--- src/rtl/e_pipe_reg_pkg.sv ---
// Shared pipeline constants, field widths and the E-stage register layout.
// Also provides the canonical bubble (NOP) image of the E-stage register.
package e_pipe_reg_pkg;

  localparam int ICODE_W = 6;
  localparam int FUN_W   = 6;
  localparam int REG_W   = 5;
  localparam int STAT_W  = 3;
  localparam int WORD_W  = 32;

  localparam logic [REG_W-1:0]   RNONE = 5'h1F;
  localparam logic [ICODE_W-1:0] INOP  = 6'h3F;
  localparam logic [STAT_W-1:0]  SAOK  = 3'd1;
  localparam logic [STAT_W-1:0]  SADR  = 3'd3;
  localparam logic [STAT_W-1:0]  SINS  = 3'd4;
  localparam logic [STAT_W-1:0]  SBUB  = 3'd5;

  typedef struct packed {
    logic [STAT_W-1:0]  stat;
    logic [ICODE_W-1:0] icode;
    logic [FUN_W-1:0]   ifun;
    logic [WORD_W-1:0]  val_c;
    logic [WORD_W-1:0]  val_a;
    logic [WORD_W-1:0]  val_b;
    logic [REG_W-1:0]   src_a;
    logic [REG_W-1:0]   src_b;
    logic [REG_W-1:0]   dst_e;
    logic [REG_W-1:0]   dst_m;
    logic               valid;
  } e_reg_t;

  function automatic e_reg_t bubble_regs();
    e_reg_t r;
    r.stat  = SBUB;
    r.icode = INOP;
    r.ifun  = '0;
    r.val_c = '0;
    r.val_a = '0;
    r.val_b = '0;
    r.src_a = RNONE;
    r.src_b = RNONE;
    r.dst_e = RNONE;
    r.dst_m = RNONE;
    r.valid = 1'b0;
    return r;
  endfunction

endpackage

--- src/rtl/e_pipe_reg_sat_cnt32.sv ---
// Saturating 32-bit event counter with synchronous clear and async reset.
// Count updates one cycle after inc; sticks at all-ones instead of wrapping.
module sat_cnt32 (
  input  logic        clk,
  input  logic        rst,
  input  logic        inc,
  input  logic        clr,
  output logic [31:0] cnt
);

  logic [31:0] cnt_q;
  logic [31:0] cnt_d;

  always_comb begin
    cnt_d = cnt_q;
    if (clr) begin
      cnt_d = '0;
    end else if (inc && (cnt_q != 32'hFFFF_FFFF)) begin
      cnt_d = cnt_q + 32'd1;
    end
  end

  always_ff @(posedge clk or posedge rst) begin
    if (rst) begin
      cnt_q <= '0;
    end else begin
      cnt_q <= cnt_d;
    end
  end

  assign cnt = cnt_q;

endmodule

--- src/rtl/e_pipe_reg.sv ---
// Decode->Execute pipeline register with stall, bubble injection and bubble count.
// One-cycle latency; stall holds contents, bubble (wins over stall) loads a NOP.
module e_pipe_reg
  import e_pipe_reg_pkg::*;
(
  input  logic               clk,
  input  logic               rst,
  input  logic               E_stall,
  input  logic               E_bubble,
  input  logic [STAT_W-1:0]  d_stat,
  input  logic [ICODE_W-1:0] d_icode,
  input  logic [FUN_W-1:0]   d_ifun,
  input  logic [WORD_W-1:0]  d_valC,
  input  logic [WORD_W-1:0]  d_valA,
  input  logic [WORD_W-1:0]  d_valB,
  input  logic [REG_W-1:0]   d_srcA,
  input  logic [REG_W-1:0]   d_srcB,
  input  logic [REG_W-1:0]   d_dstE,
  input  logic [REG_W-1:0]   d_dstM,
  output logic [STAT_W-1:0]  E_stat,
  output logic [ICODE_W-1:0] E_icode,
  output logic [FUN_W-1:0]   E_ifun,
  output logic [WORD_W-1:0]  E_valC,
  output logic [WORD_W-1:0]  E_valA,
  output logic [WORD_W-1:0]  E_valB,
  output logic [REG_W-1:0]   E_srcA,
  output logic [REG_W-1:0]   E_srcB,
  output logic [REG_W-1:0]   E_dstE,
  output logic [REG_W-1:0]   E_dstM,
  output logic               E_valid,
  output logic [31:0]        bubble_cnt
);

  e_reg_t e_q;
  e_reg_t e_d;

  always_comb begin
    e_d = e_q;
    if (E_bubble) begin
      e_d = bubble_regs();
    end else if (!E_stall) begin
      e_d.stat  = d_stat;
      e_d.icode = d_icode;
      e_d.ifun  = d_ifun;
      e_d.val_c = d_valC;
      e_d.val_a = d_valA;
      e_d.val_b = d_valB;
      e_d.src_a = d_srcA;
      e_d.src_b = d_srcB;
      e_d.dst_e = d_dstE;
      e_d.dst_m = d_dstM;
      e_d.valid = 1'b1;
    end
  end

  always_ff @(posedge clk or posedge rst) begin
    if (rst) begin
      e_q <= bubble_regs();
    end else begin
      e_q <= e_d;
    end
  end

  // Every bubble edge counts, including those that override a stall.
  sat_cnt32 u_bcnt (
    .clk (clk),
    .rst (rst),
    .inc (E_bubble),
    .clr (1'b0),
    .cnt (bubble_cnt)
  );

  assign E_stat  = e_q.stat;
  assign E_icode = e_q.icode;
  assign E_ifun  = e_q.ifun;
  assign E_valC  = e_q.val_c;
  assign E_valA  = e_q.val_a;
  assign E_valB  = e_q.val_b;
  assign E_srcA  = e_q.src_a;
  assign E_srcB  = e_q.src_b;
  assign E_dstE  = e_q.dst_e;
  assign E_dstM  = e_q.dst_m;
  assign E_valid = e_q.valid;

endmodule

--- config.mk ---
export PLATFORM = sky130hd
export DESIGN_NAME = e_pipe_reg
export DESIGN_NICKNAME = d
export VERILOG_FILES = /design/src/rtl/e_pipe_reg_pkg.sv /design/src/rtl/e_pipe_reg_sat_cnt32.sv /design/src/rtl/e_pipe_reg.sv
export SDC_FILE = /design/constraint.sdc
export NUM_CORES = 1
export LEC_CHECK = 0
export ABC_AREA = 1
export ABC_CLOCK_PERIOD_IN_PS = 10400
export CORE_MARGIN = 3
export CORE_UTILIZATION = 24
export DETAILED_ROUTE_END_ITERATION = 10
export SLEW_MARGIN = 25
export SYNTH_ARGS = -nofsm -noshare
export SYNTH_HDL_FRONTEND = slang
export SYNTH_SLANG_ARGS = --single-unit
--- constraint.sdc ---
create_clock -name clk -period 10.4 [get_ports clk]
set_input_delay 2.08 -clock clk [delete_from_list [all_inputs] [get_ports clk]]
set_output_delay 2.08 -clock clk [all_outputs]
set_load 0.02 [all_outputs]
Yosys cells after proc, flatten, opt, wreduce, memory -nomap -nowiden
Index checks and enable logic that the tools add are counted.
{ "word_totals": {"regBits": 164, "elab_cells": 18, "input_bits": 135, "output_inout_bits": 164} }
{ "classes": {"n_eq_ne": 2, "n_reduce_logical": 1, "n_addsub": 1, "n_mux": 2} }
{ "ops": {"columns": ["cell", "count"], "rows": [
  ["two-way mux 132 bit", 2],
  ["adder 32 x 1 -> 32 bit, second input constant", 1],
  ["!= test 32 bit, second input constant", 1],
  ["!= test 2 x 1 -> 1 bit, second input constant", 1],
  ["logical AND 1 bit", 1]
]} }

Logic depth before layout (Yosys ltp)
Gate-level depths: netlist (run 1).
{ "depth": {"ltp_word": 2, "mapped_depth": 11, "ltp_nobuf": 10} }

Cells and area by module
Synthesis (run 1) repeated with hierarchy kept, for this count alone.
{ "hier_totals": {"hier_cells": 1004, "hier_area_um2": 7988.9} }
{ "modules_own_cells": {"columns": ["mod", "n_inst", "area_per_inst_um2", "cells_per_inst", "seq_area_each_um2"], "rows": [
  ["e_pipe_reg", 1, 5714.2, 644, 3338.2],
  ["sat_cnt32", 1, 2274.7, 360, 800.8]
]} }

Worst setup path after synthesis (run 1)
OpenSTA, ideal clock, no wires.
{ "synth_path": {"path_type": "in2reg", "startpoint": "input E_bubble", "endpoint": "register e_q (netlist bit E_valA[0])", "arrival_ns": 3.026, "setup_time_ns": 0.066, "stages": 5, "path_slack_ns": 7.308, "t_required_ns": 10.334, "n_path_buf": 3, "path_cell_list": "buf_4 > nor2_2 > clkbuf_1 > buf_2 > a22o_1"} }
{ "synth_via": {"elab_chain_cells": 1, "word_cells_on_any_way": 2, "cone_classes": "eq/ne (1); mux (1)"} }
{ "synth_rtl": {"columns": ["element", "line", "source"], "rows": [
  ["start: declaration", "e_pipe_reg.sv:9", "input logic E_bubble,"],
  ["!= test 2 x 1 -> 1 bit (no source line) / two-way mux 132 bit (equally long branches)", null, null],
  ["end signal: assignment", "e_pipe_reg.sv:58", "e_q <= bubble_regs();"],
  ["end: declaration", "e_pipe_reg.sv:34", "e_reg_t e_q;"]
]} }
Parallel ways exist; a longest one is shown, timed or not.
A chain may end at the register's enable or synchronous reset.

Final worst setup path (run 1)
{ "layout_path": {"startpoint": "input E_bubble", "endpoint": "register e_q (netlist bit E_dstE[0])"} }
The elaborated chain is that of the path after synthesis.

==> flow_summary.json, run 1 <==
{
  "timing.slew.headroom_pct": 45.8,
  "ys_types": 28,
  "hp-class": "register to register",
  "synth_cells": 621,
  "portBuffers": 298,
  "required_ns": 10.74,
  "drive_gt1_share_pct": 9.21,
  "die_x_um": 174,
  "setup_tns_ns": 0,
  "fmax_mhz": 211,
  "post_cts_buffers": 0,
  "clk-insertion-delay-late_ns": 0.42,
  "vias_per_cell": 4.40,
  "intPower_mw": 1.14,
  "rsz0062_at_grt": "false",
  "hold_violations": 0,
  "leakagePower_nw": 4.45,
  "status": "completed",
  "cts_root_buf": "clkbuf_16",
  "synth-warning-count": 0,
  "syn_area_um2": 6770,
  "cts_buffers": 17,
  "worst_pin_slew_ns": 0.814,
  "rows": 60,
  "maxCapViolations": 0,
  "die_area_um2": 30300,
  "ctsLongestPathBuffers": 2,
  "ios": 299,
  "overflow": 0,
  "htree_levels": 4,
  "p_total_mw": 1.61,
  "clockPowerShare_pct": 39.5,
  "avgRoutedWirePerCell_um": 16.5,
  "drc": 0,
  "vias": 5703,
  "crit_path_end_kind": "register",
  "synth.avg_cell_area_um2": 10.9,
  "grt_pass1_vias": 5988,
  "core-area_um2": 27300,
  "ys_seq_area_share_pct": 61.1,
  "grt_use_total_pct": 14.2,
  "ant_nets": 0,
  "grt_antenna_before_repair": 1,
  "clkSlewWorstSetupHoldPaths_ns": 0.07,
  "stdcell_count": 1295,
  "ctsHoldBuffers": 0,
  "grt_max_degree": 76,
  "reg2regPathDepth": 10,
  "path_class": "primary input to register",
  "dp_hpwl_um": 15200,
  "hold_depth": 1,
  "finalWirelength_um": 21300,
  "synth_nets": 757,
  "crit_fanout": 75,
  "yosys_register_bits": 164,
  "die_y_um": 174,
  "start_util_pct": 24.8,
  "combPwrFrac_pct": 16.5,
  "peakVddDrop_mv": 0.0839,
  "arrival_ns": 5.08,
  "fin_nets": 1046,
  "place.gp.congestion": 0.819,
  "power.switching_uw": 467,
  "fin_crit_sh_pct": 45.5,
  "n_antenna_cell": 0,
  "swShare_pct": 29.0,
  "maxSlewViolCount": 0,
  "numClockSinks": 164,
  "fin_crit_ns": 4.74,
  "drtIter0Drc": 314,
  "p_seq_share_pct": 44.0,
  "cts_tree": "done",
  "firstDrtPassIters": 5,
  "grt_pass1_wl_um": 34600,
  "startpoint_type": "primary input",
  "ctsResizeCount": 0,
  "syn_to_final_growth_pct": 58.2,
  "power_density_nw_per_um2": 150,
  "place_inst": 1263,
  "setup-violations-final": 0,
  "finalClockSkew_ns": 0.00802
}
metrics by stage:
step | hold slack (ns) | setup WS (ns) | area, µm² | util, %
finish | 0.498 | 5.66 | 10700 | 39.2
global route | 0.516 | 5.47 | 10700 | 39.2
CTS | 0.505 | 5.69 | 10700 | 39.2
detailed placement | 0.481 | 5.22 | 10100 | 37.0
global placement | 0.481 | 5.24 | 10100 | 37.0
floorplan | 0.566 | 3.93 | 6770 | -
layout by cell type (no fill, tap or decap), types with 4 or more instances in the layout:
cell               n
inv_2              4
nand3b_1           5
buf_4              4
nor2_1            47
nand4_1           11
nand3_1           21
dfstp_2           28
xnor2_1            4
nand2_1          143
nor2_2             4
inv_6              6
clkbuf_16         17
inv_1             30
a22o_1           103
clkinv_8           6
clkdlybuf4s50_1  298
nor2_4             7
o22a_1            28
xor2_1             5
dfrtp_1          136
worst paths after layout:
path | from | endpoint | slack, ns
worst max-delay path | E_bubble | E_dstE[0] | 5.66
worst min-delay path | E_valC[19] | E_valC[19] | 0.50
worst max register to register | u_bcnt.cnt[0] | u_bcnt.cnt[31] | 8.29
worst min register to register | E_valC[19] | E_valC[19] | 0.50
max in group asynchronous | rst | u_bcnt.cnt[4] | 7.11
min in group asynchronous | rst | u_bcnt.cnt[29] | 2.14
cells by family (layout without fill, tap and decap cells):
family / after synthesis / after routing / share of synthesized area [%]
flops: 164 / 164 / 61.1
compound gates: 136 / 136 / 17.4
buf+inv: 67 / 369 / 4.33
xor+xnor: 9 / 9 / 1.16
simple gates: 244 / 244 / 15.8
fa+ha+maj: 1 / 1 / 0.185
sequential cells by signal, summed over array words and instances (netlist names):
register / flops
E_dstE: 5
E_dstM: 5
E_icode: 6
E_ifun: 6
E_srcA: 5
E_srcB: 5
E_stat: 3
E_valA: 32
E_valB: 32
E_valC: 32
E_valid: 1
u_bcnt.cnt: 32
routing by layer:
metal	up-vias	wire, µm	track usage, %
met2	200	9450	21.5
met3	27	1250	4.19
met4	2	475	4.46
met1	2744	10100	19.5
met5	-	13	0
li1	2730	-	-
synth_stat cells:
cell type	n	area share (%)
clkbuf_1	9	0.50
buf_2	18	1.3
o22a_1	28	3.6
nand2_2	3	0.28
nor3_1	1	0.074
nand4_1	11	1.0
dfrtp_1	136	50
xnor2_1	4	0.52
o21ai_0	3	0.22
buf_1	2	0.11
nor2_1	48	2.7
ha_1	1	0.18
buf_6	2	0.33
o21bai_1	1	0.11
xor2_1	5	0.65
nor2_4	5	0.83
nand2_4	1	0.17
buf_4	1	0.11
nand2_8	1	0.30
a21oi_1	1	0.074
nand3b_1	5	0.55
nand2_1	143	7.9
inv_2	4	0.22
nor2_2	5	0.46
inv_1	31	1.7
nand3_1	21	1.6
dfstp_2	28	11
a22o_1	103	13
cell type report:
class                   count  area, µm²
clock buffers              17        425
clock inverters            15        180
fillers                  2662      16600
inverters                  35        136
multi-input cells         390       2350
flip-flops and latches    164       4140
well taps                 372        465
repair buffers            302       3010
worst max-delay path, stage by stage:
cell	delay, ns
clkdlybuf4s50_1	0.73
nor2_4	0.68
buf_4	0.75
inv_2	0.43
o22a_1	0.34
power groups by stage:
stage / Combinational [mW] / Sequential, mW / Clock, mW
6_report: 0.265 / 0.709 / 0.636
5_1_grt: 0.285 / 0.715 / 0.694
4_1_cts: 0.270 / 0.709 / 0.664
3_5_place_dp: 0.270 / 0.719 / 0
3_3_place_gp: 0.267 / 0.720 / 0
2_1_floorplan: 0.0728 / 0.763 / 0
Power figures use the tool's default switching activity.
==> run 2: changes to the inputs <==
--- a/config.mk
+++ b/config.mk
@@ -6,7 +6,7 @@
 export NUM_CORES = 1
 export LEC_CHECK = 0
 export ABC_AREA = 1
-export ABC_CLOCK_PERIOD_IN_PS = 10400
+export ABC_CLOCK_PERIOD_IN_PS = 4600
 export CORE_MARGIN = 3
 export CORE_UTILIZATION = 24
 export DETAILED_ROUTE_END_ITERATION = 10
==> constraint.sdc (replaced) <==
create_clock -name clk -period 4.6 [get_ports clk]
set_input_delay 0.92 -clock clk [delete_from_list [all_inputs] [get_ports clk]]
set_output_delay 0.92 -clock clk [all_outputs]
set_load 0.02 [all_outputs]
==> flow_summary.json, run 2 (same netlist as run 1, synthesis figures left out) <==
{
  "drtIter0Drc": 323,
  "leakagePower_nw": 4.45,
  "rows": 60,
  "cts_tree": "done",
  "path_buf_inv": 1,
  "dp_hpwl_um": 14900,
  "ios": 299,
  "drc": 0,
  "ctsLongestPathBuffers": 2,
  "timing.hold.ws_ns": 0.497,
  "grt_antenna_before_repair": 0,
  "drive_gt1_share_pct": 9.30,
  "dp_slack_ns": 1.67,
  "syn_to_final_growth_pct": 58.6,
  "ctsHoldBuffers": 0,
  "fin_util_pct": 39.3,
  "die_y_um": 174,
  "path_class": "register to output pin",
  "timing.slew.headroom_pct": 50.6,
  "power_density_nw_per_um2": 341,
  "p_total_mw": 3.67,
  "setup-violations-final": 0,
  "status": "completed",
  "rsz0062_at_grt": "false",
  "hold_violations": 0,
  "setup_tns_ns": 0,
  "layout_commonest_cell": "clkdlybuf4s50_1",
  "required_ns": 3.68,
  "cts_buffers": 17,
  "final_cell_mix": "clkdlybuf4s50_1, nand2_1, dfrtp_1",
  "peakVddDrop_mv": 0.213,
  "hp-class": "register to register",
  "finalWirelength_um": 21400,
  "nFillCells": 2703,
  "grt_max_degree": 106,
  "die_area_um2": 30300,
  "maxCapViolations": 0,
  "die_x_um": 174,
  "cts_root_buf": "clkbuf_16",
  "htree_levels": 4,
  "place.gp.congestion": 0.824,
  "fmax_mhz": 398,
  "crit_path_end_kind": "output pin",
  "grt_pass1_vias": 5818,
  "n_antenna_cell": 0,
  "clkSlewWorstSetupHoldPaths_ns": 0.07,
  "cp_top_family": "buffers and inverters",
  "grt_use_total_pct": 14.0,
  "crit_fanout": 6,
  "startpoint_type": "register",
  "core-area_um2": 27300,
  "maxSlewViolCount": 0,
  "clk-insertion-delay-late_ns": 0.42,
  "grt_pass1_wl_um": 34000,
  "critPathSlowestCell": "clkdlybuf4s50_1",
  "overflow": 0,
  "max_stage_delay_ns": 0.69,
  "worst_pin_slew_ns": 0.740,
  "finalClockSkew_ns": 0.0130,
  "avgRoutedWirePerCell_um": 16.5,
  "fin_crit_ns": 2.51,
  "ant_nets": 0,
  "post_cts_buffers": 0,
  "vias": 5708,
  "firstDrtPassIters": 4,
  "fin_crit_sh_pct": 54.7,
  "numClockSinks": 164,
  "path_cells": "clkdlybuf4s50_1",
  "fin_nets": 1048,
  "portBuffers": 298,
  "layout_setup_ws_ns": 2.09,
  "ctsResizeCount": 0,
  "vias_per_cell": 4.40,
  "arrival_ns": 1.59,
  "start_util_pct": 24.8
}
-- run 2: changes by cell type in the layout (fill, tap and decap cells not counted) --
cell / before / now
buf_12: 0 / 2
clkinv_1: 0 / 1
bufinv_16: 0 / 2
inv_8: 3 / 2
clkinv_4: 0 / 1
clkinvlp_4: 0 / 3
clkinv_8: 6 / 0
-- run 2: metrics by stage --
stage,cells,instance area (µm²)
CTS,1297,10700
floorplan,621,6770
global placement,1265,10100
finish,1297,10700
detailed placement,1265,10100
global route,1297,10700
-- run 2: layer usage --
layer / GRT usage (%) / wire length [µm] / part of all wire, % / up-vias
li1: - / - / - / 2739
met1: 18.8 / 9670 / 45 / 2747
met2: 21.7 / 9860 / 46 / 205
met3: 4.57 / 1460 / 6.8 / 17
met4: 4.09 / 390 / 1.8 / 0
met5: 0 / 0 / 0 / -
-- run 2: path summary, 6_finish.rpt --
check	to	from	cells past startpoint	slack (ns)
setup reg to reg	u_bcnt.cnt[30]	u_bcnt.cnt[0]	10	2.48
max in group asynchronous	E_valC[21]	rst	3	3.06
setup / recovery	bubble_cnt[18]	u_bcnt.cnt[18]	1	2.09
hold / removal	E_valA[25]	E_valA[25]	1	0.50
min in group asynchronous	u_bcnt.cnt[23]	rst	3	1.01
hold reg to reg	E_valA[25]	E_valA[25]	1	0.50
-- run 2: area by class of cell --
cell class	count	area, µm²	area share [%]
Sequential cell	164	4140	38.6
Timing Repair Buffer	304	3050	28.4
Multi-Input combinational cell	390	2350	21.9
Tap cell	372	465	4.34
Clock buffer	17	425	3.96
Clock inverter	15	168	1.56
Inverter	35	135	1.26
-- run 2: worst register-to-register path, cell delays in order, from the launching register on --
cell     delay, ns
dfrtp_1       0.48
ha_1          0.30
inv_2         0.08
nor2_4        0.18
nand2_2       0.09
nor2_4        0.14
nand2_4       0.21
nand2_8       0.21
inv_2         0.16
nand2_1       0.10
nand2_1       0.05
-- run 2: report_power, final --
part,internal [mW],total (mW),switching (mW)
clock network,0.817,1.46,0.641
logic,0.316,0.606,0.289
registers,1.54,1.60,0.0653
